<file path="src/rtl/i2s_tx_ctrl_pkg.sv">
// Shared types and defaults for the I2S transmit sample scheduler.
package i2s_tx_ctrl_pkg;

  typedef enum logic [1:0] {
    ST_IDLE  = 2'd0,
    ST_PRIME = 2'd1,
    ST_RUN   = 2'd2
  } state_e;

  localparam int WORD_WIDTH_DEF = 16;
  localparam int FIFO_DEPTH_DEF = 8;

endpackage

</file>
<file path="src/rtl/i2s_sample_fifo.sv">
// Single-clock sample FIFO with flush; full flag is registered from the next level.
module i2s_sample_fifo #(
  parameter int WORD_WIDTH = 16,
  parameter int FIFO_DEPTH = 8,
  parameter int PTR_W      = $clog2(FIFO_DEPTH) + 1
) (
  input  logic                  clk_i,
  input  logic                  rst_i,
  input  logic                  flush_i,
  input  logic                  push_i,
  input  logic [WORD_WIDTH-1:0] data_i,
  input  logic                  pop_i,
  output logic [WORD_WIDTH-1:0] data_o,
  output logic                  full_o,
  output logic                  empty_o,
  output logic [PTR_W-1:0]      level_o
);

  localparam int AW = $clog2(FIFO_DEPTH);

  logic [WORD_WIDTH-1:0] mem_q [FIFO_DEPTH];
  logic [AW-1:0]         wr_ptr_q, wr_ptr_d, rd_ptr_q, rd_ptr_d;
  logic [PTR_W-1:0]      level_q, level_d;
  logic                  full_q, full_d;
  logic                  do_push, do_pop;

  assign empty_o = (level_q == '0);
  assign do_push = push_i && !full_q;
  assign do_pop  = pop_i && !empty_o;

  always_comb begin
    wr_ptr_d = wr_ptr_q;
    rd_ptr_d = rd_ptr_q;
    level_d  = level_q;
    if (flush_i) begin
      wr_ptr_d = '0;
      rd_ptr_d = '0;
      level_d  = '0;
    end else begin
      if (do_push) wr_ptr_d = wr_ptr_q + AW'(1);
      if (do_pop)  rd_ptr_d = rd_ptr_q + AW'(1);
      level_d = level_q + PTR_W'(do_push) - PTR_W'(do_pop);
    end
    // A pop at full lowers full_q only after the edge, so a same-cycle push stays refused.
    full_d = (level_d == PTR_W'(FIFO_DEPTH));
  end

  always_ff @(posedge clk_i) begin
    if (rst_i) begin
      wr_ptr_q <= '0;
      rd_ptr_q <= '0;
      level_q  <= '0;
      full_q   <= 1'b0;
    end else begin
      wr_ptr_q <= wr_ptr_d;
      rd_ptr_q <= rd_ptr_d;
      level_q  <= level_d;
      full_q   <= full_d;
    end
  end

  always_ff @(posedge clk_i) begin
    if (do_push && !flush_i) mem_q[wr_ptr_q] <= data_i;
  end

  assign data_o  = mem_q[rd_ptr_q];
  assign full_o  = full_q;
  assign level_o = level_q;

endmodule

</file>
<file path="src/rtl/i2s_tx_ctrl.sv">
// Stereo sample scheduler feeding i2s_tx: L/R FIFOs, left-aligned start, mute, underrun fill.
// Optional I2S_TX_CTRL_HOLD_LAST_EN repeats the last popped word per channel on underrun.
module i2s_tx_ctrl
  import i2s_tx_ctrl_pkg::*;
#(
  parameter int WORD_WIDTH = WORD_WIDTH_DEF,
  parameter int FIFO_DEPTH = FIFO_DEPTH_DEF
) (
  input  logic                  clk_i,
  input  logic                  rst_i,
  input  logic                  enable_i,
  input  logic                  mute_i,
  input  logic [WORD_WIDTH-1:0] l_data_i,
  input  logic                  l_valid_i,
  output logic                  l_ready_o,
  input  logic [WORD_WIDTH-1:0] r_data_i,
  input  logic                  r_valid_i,
  output logic                  r_ready_o,
  input  logic                  i2s_write_i,
  input  logic                  i2s_lr_i,
  output logic [WORD_WIDTH-1:0] i2s_data_o,
  output logic                  running_o,
  output logic                  underrun_o,
  input  logic                  underrun_clr_i
);

  localparam int PTR_W = $clog2(FIFO_DEPTH) + 1;

  state_e                state_q, state_d;
  logic [WORD_WIDTH-1:0] data_q, data_d;
  logic                  running_q, running_d;
  logic                  underrun_q, underrun_d;
  logic                  accept_q, accept_d;
  logic                  underrun_set, flush;

  logic                  l_push, l_pop, l_full, l_empty;
  logic                  r_push, r_pop, r_full, r_empty;
  logic [WORD_WIDTH-1:0] l_head, r_head, l_fill, r_fill;
  logic [PTR_W-1:0]      l_level, r_level;

  assign l_ready_o = accept_q && !l_full;
  assign r_ready_o = accept_q && !r_full;
  assign l_push    = l_valid_i && l_ready_o;
  assign r_push    = r_valid_i && r_ready_o;

  i2s_sample_fifo #(.WORD_WIDTH(WORD_WIDTH), .FIFO_DEPTH(FIFO_DEPTH), .PTR_W(PTR_W)) u_l_fifo (
    .clk_i(clk_i), .rst_i(rst_i), .flush_i(flush), .push_i(l_push), .data_i(l_data_i),
    .pop_i(l_pop), .data_o(l_head), .full_o(l_full), .empty_o(l_empty), .level_o(l_level)
  );

  i2s_sample_fifo #(.WORD_WIDTH(WORD_WIDTH), .FIFO_DEPTH(FIFO_DEPTH), .PTR_W(PTR_W)) u_r_fifo (
    .clk_i(clk_i), .rst_i(rst_i), .flush_i(flush), .push_i(r_push), .data_i(r_data_i),
    .pop_i(r_pop), .data_o(r_head), .full_o(r_full), .empty_o(r_empty), .level_o(r_level)
  );

`ifdef I2S_TX_CTRL_HOLD_LAST_EN
  logic [WORD_WIDTH-1:0] hold_l_q, hold_l_d, hold_r_q, hold_r_d;

  always_comb begin
    hold_l_d = hold_l_q;
    hold_r_d = hold_r_q;
    if (!enable_i) begin
      hold_l_d = '0;
      hold_r_d = '0;
    end else begin
      if (l_pop) hold_l_d = l_head;
      if (r_pop) hold_r_d = r_head;
    end
  end

  always_ff @(posedge clk_i) begin
    if (rst_i) begin
      hold_l_q <= '0;
      hold_r_q <= '0;
    end else begin
      hold_l_q <= hold_l_d;
      hold_r_q <= hold_r_d;
    end
  end

  assign l_fill = hold_l_q;
  assign r_fill = hold_r_q;
`else
  assign l_fill = '0;
  assign r_fill = '0;
`endif

  always_comb begin
    state_d      = state_q;
    data_d       = data_q;
    underrun_set = 1'b0;
    l_pop        = 1'b0;
    r_pop        = 1'b0;
    flush        = 1'b0;
    if (!enable_i) begin
      state_d = ST_IDLE;
      flush   = 1'b1;
      data_d  = '0;
    end else begin
      case (state_q)
        ST_IDLE: begin
          state_d = ST_PRIME;
          flush   = 1'b1;
          data_d  = '0;
        end
        ST_PRIME: begin
          // Start only on a left slot with a full pair available, fixing L/R pairing.
          if (i2s_write_i) begin
            data_d = '0;
            if (!i2s_lr_i && (l_level != '0) && (r_level != '0)) begin
              state_d = ST_RUN;
              l_pop   = 1'b1;
              data_d  = mute_i ? '0 : l_head;
            end
          end
        end
        ST_RUN: begin
          if (i2s_write_i) begin
            if (i2s_lr_i) begin
              if (r_empty) begin
                underrun_set = 1'b1;
                data_d       = mute_i ? '0 : r_fill;
              end else begin
                r_pop  = 1'b1;
                data_d = mute_i ? '0 : r_head;
              end
            end else begin
              if (l_empty) begin
                underrun_set = 1'b1;
                data_d       = mute_i ? '0 : l_fill;
              end else begin
                l_pop  = 1'b1;
                data_d = mute_i ? '0 : l_head;
              end
            end
          end
        end
        default: state_d = ST_IDLE;
      endcase
    end
    running_d  = (state_d == ST_RUN);
    accept_d   = (state_d != ST_IDLE);
    underrun_d = underrun_set || (underrun_q && !underrun_clr_i);
  end

  always_ff @(posedge clk_i) begin
    if (rst_i) begin
      state_q    <= ST_IDLE;
      data_q     <= '0;
      running_q  <= 1'b0;
      underrun_q <= 1'b0;
      accept_q   <= 1'b0;
    end else begin
      state_q    <= state_d;
      data_q     <= data_d;
      running_q  <= running_d;
      underrun_q <= underrun_d;
      accept_q   <= accept_d;
    end
  end

  assign i2s_data_o = data_q;
  assign running_o  = running_q;
  assign underrun_o = underrun_q;

endmodule

</file>
<file path="config.mk">
export PLATFORM = sky130hd
export DESIGN_NAME = i2s_tx_ctrl
export DESIGN_NICKNAME = d
export VERILOG_FILES = /design/src/rtl/i2s_tx_ctrl_pkg.sv /design/src/rtl/i2s_sample_fifo.sv /design/src/rtl/i2s_tx_ctrl.sv
export SDC_FILE = /design/constraint.sdc
export NUM_CORES = 1
export LEC_CHECK = 0
export BUFFER_PORTS_ARGS = -buffer_cell sky130_fd_sc_hd__buf_2
export CAP_MARGIN = 20
export CORE_MARGIN = 4
export CORE_UTILIZATION = 63
export DETAILED_ROUTE_END_ITERATION = 8
export PLACE_DENSITY_LB_ADDON = 0.3
export SKIP_LAST_GASP = 1
export SYNTH_ARGS = -nofsm -noshare
export SYNTH_HDL_FRONTEND = slang
export SYNTH_HIERARCHICAL = 1
export SYNTH_SLANG_ARGS = --single-unit
</file>
<file path="constraint.sdc">
create_clock -name clk_i -period 6.4 [get_ports clk_i]
set_input_delay 1.6 -clock clk_i [delete_from_list [all_inputs] [get_ports clk_i]]
set_output_delay 1.6 -clock clk_i [all_outputs]
set_load 0.01 [all_outputs]
</file>
# After elaboration in Yosys (flattened, before gate mapping)
# Memory sizes are Yosys's and may differ from the RTL's. A register that Yosys moved wholly into a read port is not among the register bits.
# Cells that the tools add are included.
op_classes:
  add_sub_neg: 8
  eq_ne: 7
  muxes: 43
  bitwise_logic: 1
  n_reduce_logical: 31
op_table:
  columns: ["cell", "n"]
  rows:
  - ["$mux W16", 8]
  - ["$pmux W16 S3", 1]
  - ["$mux W1", 23]
  - ["$logic_and A1 B1 Y1", 13]
  - ["$add A3 B1 Y3 const B", 4]
  - ["$mux W3", 4]
  - ["$add A4 B1 Y4", 2]
  - ["$eq A4 B4 Y1 const B", 2]
  - ["$logic_not A4 Y1", 2]
  - ["$mux W4", 2]
  - ["$reduce_bool A4 Y1", 2]
  - ["$sub A4 B1 Y4", 2]
  - ["$logic_not A1 Y1", 7]
  - ["$mux W2", 3]
  - ["$pmux W2 S3", 1]
  - ["$eq A2 B2 Y1 const B", 2]
  - ["$ne A2 B2 Y1 const B", 2]
  - ["$reduce_or A2 Y1", 2]
  - ["$reduce_and A3 Y1", 1]
  - ["$reduce_bool A3 Y1", 1]
  - ["$eq A2 B1 Y1 const B", 1]
  - ["$logic_not A2 Y1", 1]
  - ["$pmux W1 S2", 1]
  - ["$reduce_bool A2 Y1", 1]
  - ["other kinds (2)", 2]
word_totals:
  register_bits: 43
  ram_bits: 256
  out_inout_bits: 20
  n_memories: 2
memory_table:
  columns: ["name", "words", "width", "rd", "rd_ports_with_merged_regs", "wr", "line", "source"]
  rows:
  - ["u_l_fifo.mem_q", 8, 16, 1, 1, 1, "i2s_sample_fifo.sv:21", "logic [WORD_WIDTH-1:0] mem_q [FIFO_DEPTH];"]
  - ["u_r_fifo.mem_q", 8, 16, 1, 1, 1, "i2s_sample_fifo.sv:21", null]

# Longest topological paths before layout
# Gate-level depths: netlist of run 1.
depth:
  ltp_word: 11
  depth_mapped: 14
  ltp_nobuf: 14

# By module
# The synthesis of run 1 kept the hierarchy.
by_module_without_submodules:
  columns: ["mod", "n_inst", "cells_each", "area_each_um2", "seq_area_each_um2"]
  rows:
  - ["i2s_sample_fifo", 2, 266, 5605.4, 4124.0]
  - ["i2s_tx_ctrl", 1, 103, 1079.8, 420.4]

# Least setup slack after synthesis of run 1
# Ideal clock, no wire load.
synth_timing:
  kind: "input to register"
  startpoint: "in l_valid_i"
  endpoint: "mem u_l_fifo.mem_q[0][0] (enable)"
  setup_time_ns: 0.409
  t_arrival_ns: 3.317
  t_required_ns: 5.991
  setup_slack_ns: 2.674
  path_stages: 4
  path_buffers: 0
  cell_sequence: "and2_1 > nand2b_1 > or3_1 > nor3_1"
synth_between:
  elab_chain_len: 5
synth_rtl:
  columns: ["item", "line", "source"]
  rows:
  - ["from (decl)", "i2s_tx_ctrl.sv:14", "input logic l_valid_i,"]
  - ["$logic_and A1 B1 Y1", "i2s_tx_ctrl.sv:43", "assign l_push = l_valid_i && l_ready_o;"]
  - ["$logic_and A1 B1 Y1", "i2s_sample_fifo.sv:28", "assign do_push = push_i && !full_q;"]
  - ["$logic_and A1 B1 Y1", "i2s_sample_fifo.sv:63", "if (do_push && !flush_i) mem_q[wr_ptr_q] <= data_i;"]
  - ["$mux W1", "i2s_sample_fifo.sv:63", null]
  - ["$mux W1 (not written as such)", "i2s_sample_fifo.sv:63", null]
  - ["to (decl)", "i2s_sample_fifo.sv:21", null]
# Every way passes these cells.

# Worst setup path in the final report of run 1
layout_timing:
  startpoint: "in i2s_lr_i"
  endpoint: "reg u_l_fifo.full_q (netlist: u_l_fifo/full_o)"
layout_between:
  elab_chain_len: 11
  word_cells_on_any_way: 13
  cone_classes: "1 x add/sub; 1 x eq/ne; 7 x mux; 4 x reduce/logical"
layout_rtl:
  columns: ["item", "line", "source"]
  rows:
  - ["from (decl)", "i2s_tx_ctrl.sv:20", "input logic i2s_lr_i,"]
  - ["$logic_not A1 Y1", "i2s_tx_ctrl.sv:110", "if (!i2s_lr_i && (l_level != '0) && (r_level != '0)) begin"]
  - ["$logic_and A1 B1 Y1 (2 in a row)", "i2s_tx_ctrl.sv:110", null]
  - ["$mux W1", "i2s_tx_ctrl.sv:110", null]
  - ["$mux W1", "i2s_tx_ctrl.sv:108", "if (i2s_write_i) begin"]
  - ["$pmux W1 S2 (*)", "i2s_tx_ctrl.sv:100", "case (state_q)"]
  - ["$mux W1 (*)", "i2s_tx_ctrl.sv:95", "if (!enable_i) begin"]
  - ["named net l_pop", "i2s_tx_ctrl.sv:36", "logic l_push, l_pop, l_full, l_empty;"]
  - ["$logic_and A1 B1 Y1 (*)", "i2s_sample_fifo.sv:29", "assign do_pop = pop_i && !empty_o;"]
  - ["$sub A4 B1 Y4 (*)", "i2s_sample_fifo.sv:42", "level_d = level_q + PTR_W'(do_push) - PTR_W'(do_pop);"]
  - ["$mux W4 (*)", "i2s_sample_fifo.sv:35", "if (flush_i) begin"]
  - ["$eq A4 B4 Y1 (*)", "i2s_sample_fifo.sv:45", "full_d = (level_d == PTR_W'(FIFO_DEPTH));"]
  - ["to (signal assigned)", "i2s_sample_fifo.sv:58", "full_q <= full_d;"]
  - ["to (decl)", "i2s_sample_fifo.sv:24", "logic full_q, full_d;"]
# The timed path passes the listed nets; every way through them passes the cells marked *.
# A chain may end at the register's enable or synchronous reset.

==> results of run 1 <==
## power by group through the flow
stage	Clock, µW	Sequential [µW]	Combinational (µW)
3_5_place_dp	0	2190	57.6
3_3_place_gp	0	2190	52.6
6_report	1580	2150	57.5
4_1_cts	1610	2150	57.6
2_1_floorplan	0	2190	16.6
5_1_grt	1710	2150	63.8
## cells in the mapped netlist, types with 4 or more instances
cell      number
dfxtp_1       49
a221o_2        6
edfxtp_1     256
nor2_1        27
mux4_1        56
nand3_1        4
mux4_2         8
and2_1         6
or3_1          4
a221o_1       10
nor3_1         4
or4_1          4
ha_1          16
nand2b_1       8
clkbuf_1       7
o21ai_0        7
buf_6          9
nor2b_1        5
mux2_2        33
inv_1         16
a21oi_1       17
xnor2_1        4
buf_1          5
nand3b_1       6
and3_1        18
nand2_1       13
## cells in the final DEF, fill, tap and decap left out, drive strengths merged, types with 2 or more instances in the layout
cell | synthesis | routed
nand3b | 6 | 6
a21o | 2 | 2
nor2b | 5 | 5
dfxtp | 49 | 49
nor3b | 2 | 2
o21ai | 8 | 8
or4 | 4 | 4
nand2b | 8 | 8
inv | 16 | 16
a221o | 16 | 16
clkbuf | 9 | 33
or3 | 4 | 4
o31ai | 2 | 2
or2 | 2 | 2
nor3 | 4 | 4
bufinv | 0 | 2
o211ai | 2 | 2
xnor2 | 4 | 4
a21oi | 17 | 17
and3 | 18 | 18
fa | 2 | 2
clkinvlp | 0 | 2
nor4 | 5 | 5
and2 | 6 | 6
or3b | 3 | 3
o21a | 2 | 2
mux2 | 33 | 33
nand2 | 13 | 13
ha | 16 | 16
edfxtp | 256 | 256
nor2 | 28 | 28
mux4 | 64 | 64
clkinv | 0 | 15
xor2 | 2 | 2
nand3 | 4 | 4
buf | 16 | 80
## layout make-up
class                           count  area [µm²]  area share, %
Clock buffer                       33         741           5.37
Clock inverter                     19         140           1.02
Inverter                           16        60.1          0.435
Multi-Input combinational cell    289        3410           24.7
Sequential cell                   305        8670           62.9
Tap cell                          260         325           2.36
Timing Repair Buffer               80         450           3.27
## cells by family (layout without fill, tap and decap cells)
| logic type | after synthesis | count (layout) |
|---|---|---|
| adder cells (fa/ha/maj) | 18 | 18 |
| AO/OA/AOI/OAI | 52 | 52 |
| flip-flops | 305 | 305 |
| AND/OR/NAND/NOR | 116 | 116 |
| XOR/XNOR | 6 | 6 |
| buffers and inverters | 41 | 148 |
| multiplexers | 97 | 97 |
## final timing paths
check	start	endpoint	slack, ns	cells past startpoint
hold reg to reg	underrun_o	underrun_o	0.48	2
setup / recovery	i2s_lr_i	u_l_fifo/full_o	3.13	10
setup reg to reg	u_l_fifo/level_o[2]	u_l_fifo/full_o	3.34	13
hold / removal	underrun_o	underrun_o	0.48	2
## per-layer routing
metal,wire length [µm],share of wire (%)
met2,12400,52
met3,1500,6.3
met5,0,0
met4,484,2.0
met1,9300,39
## critical path, cell delays in order
cell and delay [ns]:
buf_2 0.14, nor3b_1 0.28, o2111a_1 0.29, inv_1 0.11, o21ai_0 0.17, nand2_1 0.07, ha_1 0.21, and3_1 0.19
or4_1 0.48, a21oi_1 0.16
## sequential cells by signal (all words and copies together), names as in the netlist, named ones only
name and count:
underrun_o 1, u_l_fifo/rd_ptr_q 3, u_l_fifo/wr_ptr_q 3, i2s_data_o 16
accept_q 1, u_r_fifo/rd_ptr_q 3, state_q 2, u_l_fifo/full_o 1
u_r_fifo/full_o 1, u_r_fifo/level_o 4, u_r_fifo/mem_q 128, u_l_fifo/level_o 4
u_l_fifo/mem_q 128, running_o 1, u_r_fifo/wr_ptr_q 3
## stage by stage
stage	cell area [µm²]	hold slack, ns	cells	utilization [%]	setup slack (ns)
2_1_floorplan	12300	0.462	635	-	2.67
3_3_place_gp	12900	0.460	950	68.1	2.67
3_5_place_dp	12900	0.470	950	68.1	2.63
4_1_cts	13800	0.482	1002	72.8	3.17
5_1_grt	13800	0.514	1002	72.8	2.97
6_report	13800	0.476	1002	72.8	3.13
==> flow_summary.toml, run 1 <==
[status]
status = "completed"

[power]
ir_worst_vdd_uv = 238
p_switching_uw = 720
p_per_area_mw_per_mm2 = 275
p_seq_share_pct = 56.7
netSwitchingFraction_pct = 19.0
leakage_uw = 0.00474
power_frac_comb_pct = 1.5
internal-power_uw = 3070
pwr-share-clk_pct = 41.8
power_uw = 3790

[clock_network]
clk_pin_slew_ns = 0.06
cts-htree-levels = 1
root_buffer = "clkbuf_16"
clockBufferDepth = 3
clk_latency_ns = 0.53
cts_resized = 0
cts_tree = "done"
cts_buffers = 29
cts_setup_buffers = 0
hold_buffers = 0
cts.sinks = 305

[detailed_routing]
drt_iter0_markers = 429
drtPass1Iterations = 5
drtAntennaViolNets = 0
viasPerCell = 6.20
routedWlPerCell_um = 23.6
vias = 6211
drc = 0
wirelength_um = 23600

[yosys]
ys_seq_area_share_pct = 70.5
synth_xor_area_share_pct = 0.428
ys_ff_latch = 305
synth_compound_area_share_pct = 3.17
avgSynthCellArea_um2 = 19.4
netlist_instances = 635
netlist_top_cells_area = "edfxtp_1 63%, mux4_1 12%, dfxtp_1 8.0%"
synth_top_family_by_area = "multiplexers"
yosysTopAreaCell = "edfxtp_1"
synth_fa_ha_area_share_pct = 1.95
synth_top_area_share_pct = 62.5
syn_nets = 694
synth-main-ff-cell = "edfxtp_1"
netlist_area_mm2 = 0.0123
synth-edff-count = 256
synth-simple-area-share_pct = 5.54
synthMuxAreaShare_pct = 16.5
async_reset_ff_share_pct = 0
ys_types = 50
synth_warnings = 6

[timing]
rsz0062_at_grt = "false"
finalSetupViolations = 0
hold_viol = 0
max_freq_mhz = 306
finalMaxSlewViolations = 0
period_minus_slack_ns = 3.27
finalCritPeriodShare_pct = 51.1
fin_tns_setup_ns = 0
tightest_slew_ns = 0.980
relSlewSlack_pct = 34.4
fin_skew_ns = 0.00718

[finish]
syn_to_final_growth_pct = 12.2
drive_gt1_share_pct = 24.7
antenna_cells = 0
fillers = 1113
nNetsFinal = 780

[global_routing]
grtUsageMet3_pct = 4.23
met2_usage_pct = 38.9
grt_usage_pct = 22.4
grt_pass1_wl_um = 37600
antenna_found_initial = 0
grt_pass1_vias = 6648
grt.met1_usage_pct = 29.6
grt_max_degree = 33
overflow = 0
busiest_layer = "met2"

[floorplan]
fp.coreArea_mm2 = 0.0190
ios = 61
rows = 50
die_w_um = 148
initial_utilization_pct = 64.8
dieArea_mm2 = 0.0218
die_h_um = 148

[place]
gp_congestion = 0.931
io_buffers = 60
dp_hpwl_um = 15200

[worst_setup_path]
timing.critical_path.from_type = "primary input"
end_kind = "flip-flop"
worstPathArrival_ns = 3.73
cp_data_required_time_ns = 6.86
crit_type = "in2reg"
cp_max_fo = 7

[flow_run]
drv_cap = 0

[min_path]
hold_class = "reg2reg"
Note: power is estimated with default switching activity, not from simulation.
==> run 2, diff against run 1 <==
Settings changed: CORE_UTILIZATION 63 to 55.
Clock period 6.4 ns to 2.96 ns, I/O delays scaled along.
==> flow_summary.toml, run 2 (synthesis results as in run 1) <==
[place]
gp_congestion = 0.777
place_area_mm2 = 0.0130
dp.cells = 978
dp_hpwl_um = 15100
io_buffers = 60

[finish]
final_common_cell = "edfxtp_1"
utilization_pct = 63.4
instances_no_fill = 1034
nNetsFinal = 789
syn_to_final_growth_pct = 13.0
layout_common_cells = "256 x edfxtp_1, 60 x buf_2, 56 x mux4_1, 49 x dfxtp_1, 33 x mux2_2"
drive_gt1_share_pct = 26.3
design_area_mm2 = 0.0139

[worst_setup_path]
cp_data_required_time_ns = 3.42
cp_max_fo = 3
worstPathArrival_ns = 3.29
worstPathCellList = "inv_1 > ha_1 > or3b_2 > inv_1 > nor3b_2 > o2111a_2 > inv_1 > o21ai_1 > nand2_1 > ha_1 > and3_1 > or4_1 > a21oi_1"
timing.critical_path.from_type = "flip-flop"
slowest_delay_ns = 0.51
crit_type = "reg2reg"
worst_path_max_delay_cell = "or4_1"
end_kind = "flip-flop"
path_common_cell = "inv_1"

[timing]
period_minus_slack_ns = 2.82
finalMaxSlewViolations = 0
finalCritPeriodShare_pct = 95.3
fin_tns_setup_ns = 0
fin_skew_ns = 0.0223
finalSetupViolations = 0
relSlewSlack_pct = 62.3
rsz0062_at_grt = "true"
hold_viol = 0
tightest_slew_ns = 0.565
max_freq_mhz = 354

[detailed_routing]
routedWlPerCell_um = 23.8
drt_iter0_markers = 498
drc = 0
vias = 6153
drtPass1Iterations = 4
drtAntennaViolNets = 0
viasPerCell = 5.95
wirelength_um = 24600

[power]
ir_worst_vdd_uv = 361
power_frac_comb_pct = 1.6
p_per_area_mw_per_mm2 = 585
internal-power_uw = 6550
leakage_uw = 0.00476
p_seq_share_pct = 57.2
pwr-share-clk_pct = 41.2
netSwitchingFraction_pct = 19.4
p_switching_uw = 1570

[clock_network]
hold_buffers = 0
clk_pin_slew_ns = 0.06
cts_buffers = 29
clockBufferDepth = 3
clk_latency_ns = 0.54
cts.sinks = 305
cts-htree-levels = 1
cts_tree = "done"
cts_setup_buffers = 0
root_buffer = "clkbuf_16"

[global_routing]
grt_pass1_wl_um = 37400
grt_pass1_vias = 6379
grt_max_degree = 33
grt_usage_pct = 20.1
overflow = 0
antenna_found_initial = 2

[floorplan]
ios = 61
dieArea_mm2 = 0.0248
initial_utilization_pct = 56.1
fp.coreArea_mm2 = 0.0219
die_h_um = 157
die_w_um = 157
rows = 54

[status]
status = "completed"

[min_path]
hold_class = "in2reg"

[flow_run]
drv_cap = 0
==> run 2: cell count changes in the layout (fill, tap and decap cells not counted), moves of 2 or more <==
cell,previous run,this run
buf_4,20,29
bufinv_16,2,0
clkbuf_1,4,11
clkbuf_8,0,2
clkinv_1,6,1
o21ai_0,7,5
o21ai_1,1,3
==> run 2: routing by layer <==
metal | vias up | share of wire, % | track usage [%]
met5 | - | 0.053 | 0
met4 | 2 | 1.9 | 5.08
met3 | 44 | 6.2 | 3.57
met2 | 179 | 51 | 34.5
met1 | 3120 | 41 | 26.9
li1 | 2808 | - | -
==> run 2: path summary, 6_finish.rpt <==
check | startpoint | to | slack [ns] | depth (start not counted)
worst min-delay path | r_data_i[5] | u_r_fifo/mem_q[6][5] | 0.46 | 1
worst max-delay path | u_l_fifo/level_o[2] | u_l_fifo/full_o | 0.14 | 13
worst max register to register | u_l_fifo/level_o[2] | u_l_fifo/full_o | 0.14 | 13
worst min register to register | underrun_o | underrun_o | 0.48 | 2
==> run 2: timing repair <==
action / 4_1_cts / 5_1_grt
setup endpoints to repair: 1 / 5
resized for setup: 1 / 8
pin swaps: 0 / 2
==> run 2: power groups by stage <==
stage	Combinational [µW]	Clock [µW]	Sequential [µW]
2_1_floorplan	35.8	0	4750
3_3_place_gp	111	0	4740
3_5_place_dp	123	0	4740
4_1_cts	123	3420	4650
5_1_grt	140	3610	4650
6_report	126	3350	4650
==> run 2: metrics by stage <==
stage / hold WS (ns) / setup WS, ns / power [µW]
2_1_floorplan: 0.462 / 0.0939 / 4780
3_3_place_gp: 0.466 / 0.174 / 4850
3_5_place_dp: 0.471 / 0.0406 / 4870
4_1_cts: 0.440 / 0.0882 / 8200
5_1_grt: 0.457 / -0.00873 / 8400
6_report: 0.463 / 0.138 / 8130
==> run 2: layout make-up <==
cell class	instances	area, µm²
flip-flops and latches	305	8670
clock buffers	42	795
repair buffers	89	518
well taps	280	350
clock inverters	12	67.6
multi-input cells	289	3430
fillers	1515	8000
inverters	16	60.1
diodes	1	2.50
==> run 2: critical path: cells and delay by family, from the launching register on <==
| family | cells | cell delay (ns) |
|---|---|---|
| buffers and inverters | 3 | 0.20 |
| AOI/OAI and AO/OA | 3 | 0.55 |
| adders and majority gates | 2 | 0.40 |
| DFF | 1 | 0.38 |
| and+or+nand+nor | 5 | 1.21 |
==> run 3, diff against run 2 <==
Settings changed: CORE_ASPECT_RATIO set to 1.1.
==> flow_summary.toml, run 3 (synthesis results as in run 1) <==
[floorplan]
rows = 57
ios = 61
die_h_um = 165
fp.coreArea_mm2 = 0.0220
dieArea_mm2 = 0.0248
initial_utilization_pct = 55.8
die_w_um = 151

[finish]
nNetsFinal = 789
final_common_cell = "edfxtp_1"
antenna_cells = 0
fillers = 1453
layout_common_cells = "256 x edfxtp_1, 60 x buf_2, 56 x mux4_1, 47 x dfxtp_1, 33 x mux2_2"
drive_gt1_share_pct = 27.1
syn_to_final_growth_pct = 14.7

[global_routing]
overflow = 0
grt_pass1_wl_um = 36300
grt_max_degree = 33
grt_pass1_vias = 6417
antenna_found_initial = 3
grt_usage_pct = 19.4

[clock_network]
clk_latency_ns = 0.55
hold_buffers = 0
cts_buffers = 29
cts_tree = "done"
root_buffer = "clkbuf_16"
clockBufferDepth = 3
cts-htree-levels = 1
cts.sinks = 305
clk_pin_slew_ns = 0.06

[timing]
finalCritPeriodShare_pct = 94.3
relSlewSlack_pct = 61.2
setup_ws_ns = 0.168
hold_viol = 0
max_freq_mhz = 358
finalSetupViolations = 0
whs_ns = 0.454
rsz0062_at_grt = "true"
fin_skew_ns = 0.0212
tightest_slew_ns = 0.581
finalMaxSlewViolations = 0
period_minus_slack_ns = 2.79

[place]
post-place-ws_ns = 0.0399
dp_hpwl_um = 14500
gp_congestion = 0.810
io_buffers = 60

[flow_run]
drv_cap = 0

[power]
p_per_area_mw_per_mm2 = 620
leakage_uw = 0.00484
ir_worst_vdd_uv = 461

[worst_setup_path]
timing.critical_path.from_type = "flip-flop"
slowest_delay_ns = 0.49
worstPathCellList = "inv_1 > ha_1 > or3b_2 > inv_1 > nor3b_2 > o2111a_2 > inv_1 > o21ai_1 > nand2_1 > ha_1 > fa_1 > nor2_1 > nand2_1 > a21oi_1"
path_common_cell = "inv_1"
end_kind = "flip-flop"
rr_startpoint = "u_l_fifo/level_o[2]"
r2r_cells = 14
crit_type = "reg2reg"
worstPathArrival_ns = 3.26
cp_data_required_time_ns = 3.43
r2r_slack_ns = 0.17
cp_max_fo = 6
worst_path_max_delay_cell = "or3b_2"
r2r_end = "u_l_fifo/full_o"

[detailed_routing]
drtAntennaViolNets = 0
routedWlPerCell_um = 22.4
drtPass1Iterations = 5
vias = 6236
drt_iter0_markers = 432
wirelength_um = 23500
drc = 0
viasPerCell = 5.95

[min_path]
hold_path_depth = 1
holdPathEnd = "u_l_fifo/mem_q[5][6]"
holdCritStartpoint = "l_data_i[6]"
hold_class = "in2reg"

[status]
status = "completed"
-- run 3: timing repair --
| item | CTS | global route |
|---|---|---|
| endpoints found under the hold margin | 0 | 0 |
| setup endpoints to repair | 0 | 6 |
| gates resized for setup | 0 | 10 |
| setup buffers | 0 | 2 |
-- run 3: power by group --
group          internal (µW)  total (µW)  switching (µW)  leakage [µW]
sequential              4650        4650            2.71       0.00270
clock                   2440        3960            1520      0.000499
combinational           38.8         119            80.3       0.00165
total                   7130        8730            1600       0.00484
-- run 3: how the worst max path moves through the flow --
stage | startpoint | to | depth (start not counted)
final | u_l_fifo/level_o[2] | u_l_fifo/full_o | 14
after CTS | u_l_fifo/level_o[2] | u_l_fifo/full_o | 13
after global placement | i2s_lr_i | u_l_fifo/full_o | 10
after detailed placement | i2s_lr_i | u_l_fifo/full_o | 10
after floorplan | l_valid_i | u_l_fifo/mem_q[0][0] | 4
after global routing | u_l_fifo/level_o[3] | u_l_fifo/full_o | 13
-- run 3: through the flow --
stage | TNS (ns) | total power, µW | std cells | area (µm²) | util, %
floorplan | 0 | 4780 | 635 | 12300 | -
global placement | 0 | 4850 | 992 | 13000 | 59.0
detailed placement | 0 | 4860 | 992 | 13000 | 59.0
CTS | 0 | 8810 | 1046 | 14000 | 63.7
global route | -0.0344 | 9000 | 1048 | 14100 | 64.0
finish | 0 | 8730 | 1048 | 14100 | 64.0
-- run 3: critical path, delay by kind of cell (launching register included) --
kind / cells / cell delay [ns]
compound gates: 3 / 0.48
fa+ha+maj: 3 / 0.77
flops: 1 / 0.33
buf+inv: 3 / 0.32
simple gates: 5 / 0.83
-- run 3: routing by layer --
metal  wire length (µm)  track usage (%)
met1               9590             25.3
met3               1210             3.24
met5                 28                0
met4                472             4.87
met2              12200             34.2
-- run 3: final cells by class --
class	count	area, µm²	share of cell area (%)
flip-flops and latches	305	8670	61.5
multi-input cells	289	3430	24.4
clock buffers	36	762	5.41
repair buffers	89	518	3.68
well taps	295	369	2.62
clock inverters	18	279	1.98
inverters	16	60.1	0.426
